### config.mk
export PLATFORM = sky130hd
export DESIGN_NAME = rf_write_arbiter
export DESIGN_NICKNAME = d
export VERILOG_FILES = /design/src/rtl/rf_write_arbiter.sv
export SDC_FILE = /design/constraint.sdc
export NUM_CORES = 1
export LEC_CHECK = 0
export BUFFER_PORTS_ARGS = -buffer_cell sky130_fd_sc_hd__buf_4
export CORE_ASPECT_RATIO = 1.4
export CORE_UTILIZATION = 35
export CTS_CLUSTER_DIAMETER = 150
export CTS_CLUSTER_SIZE = 16
export DETAILED_ROUTE_END_ITERATION = 10
export PLACE_DENSITY = 0.55
export SLEW_MARGIN = 25
export SYNTH_ARGS = -nofsm -noshare
export SYNTH_HDL_FRONTEND = slang
export SYNTH_SLANG_ARGS = --single-unit
### constraint.sdc
create_clock -name clk -period 4.25 [get_ports clk]
set_clock_uncertainty 0.2 [all_clocks]
set_input_delay 0.425 -clock clk [delete_from_list [all_inputs] [get_ports clk]]
set_output_delay 0.425 -clock clk [all_outputs]
set_load 0.03 [all_outputs]
### src/rtl/rf_write_arbiter.sv
// Two-requester write-port arbiter for the register file: per-requester FIFOs,
// round-robin grant, registered write strobe and a pending-write mask.
// Optional contention counter is enabled by defining RFARB_CONFLICT_CNT_EN.
module rf_write_arbiter #(
  parameter int DEPTH = 2,
  parameter int DW    = 32,
  parameter int AW    = 5
) (
  input  logic          clk,
  input  logic          rst,
  input  logic          a_valid,
  output logic          a_ready,
  input  logic [AW-1:0] a_addr,
  input  logic [DW-1:0] a_data,
  input  logic          b_valid,
  output logic          b_ready,
  input  logic [AW-1:0] b_addr,
  input  logic [DW-1:0] b_data,
  output logic          RegWrite,
  output logic [AW-1:0] WR,
  output logic [DW-1:0] data,
  output logic [31:0]   pend_mask,
  output logic          busy,
  output logic [15:0]   conflict_cnt
);

  localparam int PW = $clog2(DEPTH);

  typedef struct packed {
    logic [AW-1:0] addr;
    logic [DW-1:0] data;
  } entry_t;

  // Index 0 is requester A, index 1 is requester B.
  entry_t           mem        [2][DEPTH];
  logic [DEPTH-1:0] slot_valid [2];
  logic [PW:0]      wr_ptr     [2];
  logic [PW:0]      rd_ptr     [2];
  entry_t           in_entry   [2];
  entry_t           head       [2];
  entry_t           issue;
  logic [1:0]       in_valid;
  logic [1:0]       ready;
  logic [1:0]       empty;
  logic [1:0]       push;
  logic [1:0]       grant;
  logic             contention;
  logic             last_grant_b;

  assign in_valid    = {b_valid, a_valid};
  assign in_entry[0] = {a_addr, a_data};
  assign in_entry[1] = {b_addr, b_data};

  // NOTE: combinational blocks use blocking '=' and give every output a value
  // before any branch, so no latch can be inferred.
  always_comb begin
    empty = '0;
    ready = '0;
    push  = '0;
    for (int i = 0; i < 2; i++) begin
      empty[i] = (wr_ptr[i] == rd_ptr[i]);
      // Full when the wrap bits differ but the slot indices match.
      ready[i] = !((wr_ptr[i][PW] != rd_ptr[i][PW]) &&
                   (wr_ptr[i][PW-1:0] == rd_ptr[i][PW-1:0]));
      push[i]  = in_valid[i] && ready[i];
      head[i]  = mem[i][rd_ptr[i][PW-1:0]];
    end
  end

  assign a_ready = ready[0];
  assign b_ready = ready[1];

  // last_grant_b=1 means B won the previous contention, so A has priority.
  assign contention = !empty[0] && !empty[1];
  assign grant[0]   = !empty[0] && (empty[1] || last_grant_b);
  assign grant[1]   = !empty[1] && (empty[0] || !last_grant_b);
  assign issue      = grant[1] ? head[1] : head[0];

  // NOTE: sequential state uses non-blocking '<=' so every flop samples
  // pre-edge values regardless of statement order.
  always_ff @(posedge clk or negedge rst) begin
    if (!rst) begin
      for (int i = 0; i < 2; i++) begin
        wr_ptr[i]     <= '0;
        rd_ptr[i]     <= '0;
        slot_valid[i] <= '0;
      end
    end else begin
      for (int i = 0; i < 2; i++) begin
        if (push[i]) begin
          wr_ptr[i]                         <= wr_ptr[i] + 1'b1;
          slot_valid[i][wr_ptr[i][PW-1:0]]  <= 1'b1;
        end
        if (grant[i]) begin
          rd_ptr[i]                         <= rd_ptr[i] + 1'b1;
          slot_valid[i][rd_ptr[i][PW-1:0]]  <= 1'b0;
        end
      end
    end
  end

  // NOTE: payload storage carries no reset; slot_valid and the pointers alone
  // decide which entries are live, so stale contents are never observed.
  always_ff @(posedge clk) begin
    for (int i = 0; i < 2; i++) begin
      if (push[i]) mem[i][wr_ptr[i][PW-1:0]] <= in_entry[i];
    end
  end

  always_ff @(posedge clk or negedge rst) begin
    if (!rst) begin
      RegWrite     <= 1'b0;
      WR           <= '0;
      data         <= '0;
      last_grant_b <= 1'b1;
    end else begin
      RegWrite <= 1'b0;
      if (|grant) begin
        // Register 0 is hardwired; its entry drains without a write strobe.
        RegWrite <= (issue.addr != '0);
        WR       <= issue.addr;
        data     <= issue.data;
      end
      if (contention) last_grant_b <= grant[1];
    end
  end

  always_comb begin
    pend_mask = '0;
    for (int i = 0; i < 2; i++) begin
      for (int k = 0; k < DEPTH; k++) begin
        if (slot_valid[i][k]) pend_mask[mem[i][k].addr] = 1'b1;
      end
    end
    if (RegWrite) pend_mask[WR] = 1'b1;
    pend_mask[0] = 1'b0;
  end

  assign busy = (|slot_valid[0]) || (|slot_valid[1]) || RegWrite;

`ifdef RFARB_CONFLICT_CNT_EN
  logic [15:0] conflict_q;

  always_ff @(posedge clk or negedge rst) begin
    if (!rst) begin
      conflict_q <= '0;
    end else if (contention && (conflict_q != 16'hFFFF)) begin
      conflict_q <= conflict_q + 16'd1;
    end
  end

  assign conflict_cnt = conflict_q;
`else
  assign conflict_cnt = 16'h0000;
`endif

endmodule

==> run metrics <==
status=completed; Worst Slack Setup Final=1430 ps; most numerous cell in the Yosys netlist=edfxtp_1; Post-synth EDFFs=148; asr flop ratio synth=25.6%; CTS tree=done; final core occ=45.9%; sequential area share after synthesis=60.7%; simple-gate share of the synthesized area=13.6%; setup TNS=0 ps; first-pass GRT wire length=42.7 mm; synth cell count leaders=edfxtp_1, nand3_1, dfrtp_1; GRT Total Usage=20.9%; hold depth=3; Comb pwr share=49.9%; Clock Root Buffer=clkbuf_16; Pwr per Cell Area=839 nW/µm²; Top Metal Used=met4; Final GP Congestion=0.907; highest clock rate=0.354 GHz; WP data arrival=2200 ps; adder-cell share of the synthesized area=0%; R2R Setup Slk=1460 ps; final worst-path cycle share=66.5%; cts bufs inserted=17; antenna violations before repair=0; die width=141 µm; final hold vios=0; Clock Path Buffers=2; Die ar.=27600 µm²; pin count of the biggest net entering global routing=52; Starting DRT DRC Count=366; RSZ-0062 raised after global routing=no; Synth Instances=774; Mapped Area=9430 µm²; clock network power share=15.2%; Final Setup Violations=0; Skew-Pair Late Insertion Delay=450 ps; VDD IR-drop max=0.424 mV; WL met3=1.07 mm; cell count after placement=1191; Switching Power=4580 µW; Area growth syn-to-layout=28.0%; top cells by area, synth=edfxtp_1, dfrtp_1, nand3_1; worst-path cell chain=nor3b_1 > a22oi_1 > nand3_1 > buf_4; I/O pin count=167; Post-CTS Setup Inserts=0; Critical Path Slowest Stage Cell=dfrtp_1; # DRC=0; Detailed Place HPWL=19.5 mm; Synth Area in XOR/XNOR=1.84%; post-synth top area share=47.1%; final WL=28.4 mm; Hold Startpoint=a_valid; vias in the first global route=7169; layout cell share with drive strength beyond 1=24.0%; Antenna diodes=0; Critical Path Max Stage Delay=610 ps; min Tclk post-route=2820 ps; Worst slew margin=29.8%; syn_area_per_cell=12.2 µm²; Flop pwr share=34.9%; Sw Ratio=45.2%; Slew Viols, Final=0; Worst Hold End=slot_valid[2]$_DFF_PN0_; Worst Setup Path Type=reg -> out; multiplexer share of the synthesized area=4.68%; DIE HEIGHT=196 µm; GRT overflow=0; PortBufs=149; Routed Antenna Nets=0; drt first pass iters=4; Starting Density=35.9%; ys flop type=edfxtp_1; nets=1039; via count=7141; Worst setup SP type=register; HP Class=in -> reg; pre-CTS WS=1400 ps; Clock Sinks=199; R2R Path End=mem[0][134]$_DFFE_PP_; Hold Buf Count CTS=75; routed wire length per instance=21.8 µm; critical path required time=3620 ps; register bit total from synthesis=199; drt via density=5.50; WL met1=10.7 mm; r2r startpoint=wr_ptr[0]$_DFFE_PN0P_; P_int=5550 µW; post-CTS sizing=0; YS warnings=0; LEAKAGE=0.00445 µW; largest family of logic cells by synthesized area=compound AO/OA/AOI/OAI gates; Cell variety after synth=45; Crit. End Element=output pin; core area=26300 µm²; area leader, netlist=edfxtp_1; Max H-tree Level=4; Filler cells=2425; crit-path max FO=10; met2 wire len=15.8 mm; Final Non-Filler Cells=1298; max-cap violations=0; cells on worst reg2reg path=4; Worst-path clk slew=70 ps; num rows=70; complex-gate fraction of the synthesized area=14.7%; Worst-Margin Slew=1050 ps
==> final cells by class <==
cell class                      count  area [µm²]  area share [%]
Sequential cell                   199        5720            47.4
Multi-Input combinational cell    506        3430            28.4
Timing Repair Buffer              234        1940            16.1
Clock buffer                       17         425            3.52
Tap cell                          324         405            3.36
Clock inverter                     15         133            1.10
Inverter                            3        11.3          0.0933
==> power by group through the flow <==
| stage | registers, µW | clock network (µW) | logic, µW |
|---|---|---|---|
| global route | 3610 | 1640 | 5470 |
| detailed placement | 3560 | 0 | 5040 |
| finish | 3530 | 1540 | 5060 |
| global placement | 3560 | 0 | 4980 |
| CTS | 3530 | 1570 | 5100 |
| floorplan | 3520 | 0 | 3370 |
==> placed cells by master, fill, tap and decap left out, types with 3 or more instances in the layout <==
cell type	instances
nor3b_1	20
o21ai_0	38
and3_1	6
dlygate4sd3_1	75
o22ai_1	17
o32ai_1	32
o21a_1	3
nor2_1	42
mux2i_1	25
nor3_1	9
inv_8	3
nand3b_1	23
clkbuf_16	17
buf_4	159
a22oi_1	30
a31oi_1	4
edfxtp_1	148
mux2_2	17
and3b_1	5
a21oi_1	5
a21oi_4	3
nand2_1	47
inv_6	7
conb_1	17
or3b_2	5
nor2b_1	16
a2bb2oi_1	32
o221ai_1	16
xnor2_1	10
nand3_1	58
inv_1	3
a22o_1	4
dfrtp_1	48
==> state kept, by name, indices dropped and copies added, names as in the netlist <==
signal / flops
mem: 148
wr_ptr: 4
slot_valid: 4
data: 32
RegWrite: 1
WR: 5
last_grant_b: 1
rd_ptr: 4
==> critical path, delay by kind of cell, from the launching register on <==
kind	cells	cell delay (ps)
buffers and inverters	1	170
AOI/OAI and AO/OA	1	200
and+or+nand+nor	2	770
DFF	1	610
==> cells by family (layout without fill, tap and decap cells) <==
group	after synthesis	after routing
buffers and inverters	85	269
xor gates and xnor gates	16	16
DFF	199	199
and+or+nand+nor	242	242
other	1	17
AOI/OAI and AO/OA	189	189
muxes	42	42
==> metal layers <==
metal	global-route usage, %	vias up
li1	-	3322
met1	23.0	3517
met2	39.5	252
met3	3.10	50
met4	8.94	0
met5	0	-
==> through the flow <==
step / power (µW) / hold slack [ps] / area (µm²)
CTS: 10200 / 115 / 12100
detailed placement: 8600 / 307 / 10800
global route: 10700 / 118 / 12100
finish: 10100 / 117 / 12100
floorplan: 6890 / -70.6 / 9490
global placement: 8540 / 301 / 10800
==> worst max-delay path by stage <==
stage                          startpoint                    end  slack [ps]  depth (start not counted)
floorplan           rd_ptr[3]$_DFFE_PN0P_   mem[0][37]$_DFFE_PP_         740                          6
global placement    rd_ptr[0]$_DFFE_PN0N_  mem[0][101]$_DFFE_PP_        1480                          4
detailed placement  wr_ptr[0]$_DFFE_PN0P_  mem[0][134]$_DFFE_PP_        1400                          4
CTS                 rd_ptr[3]$_DFFE_PN0P_   data[25]$_DFFE_PN0P_        1390                          5
global route        wr_ptr[0]$_DFFE_PN0P_  mem[0][120]$_DFFE_PP_        1190                          4
finish                  WR[4]$_DFFE_PN0P_          pend_mask[16]        1430                          4
(Power assumes the default switching activity.)
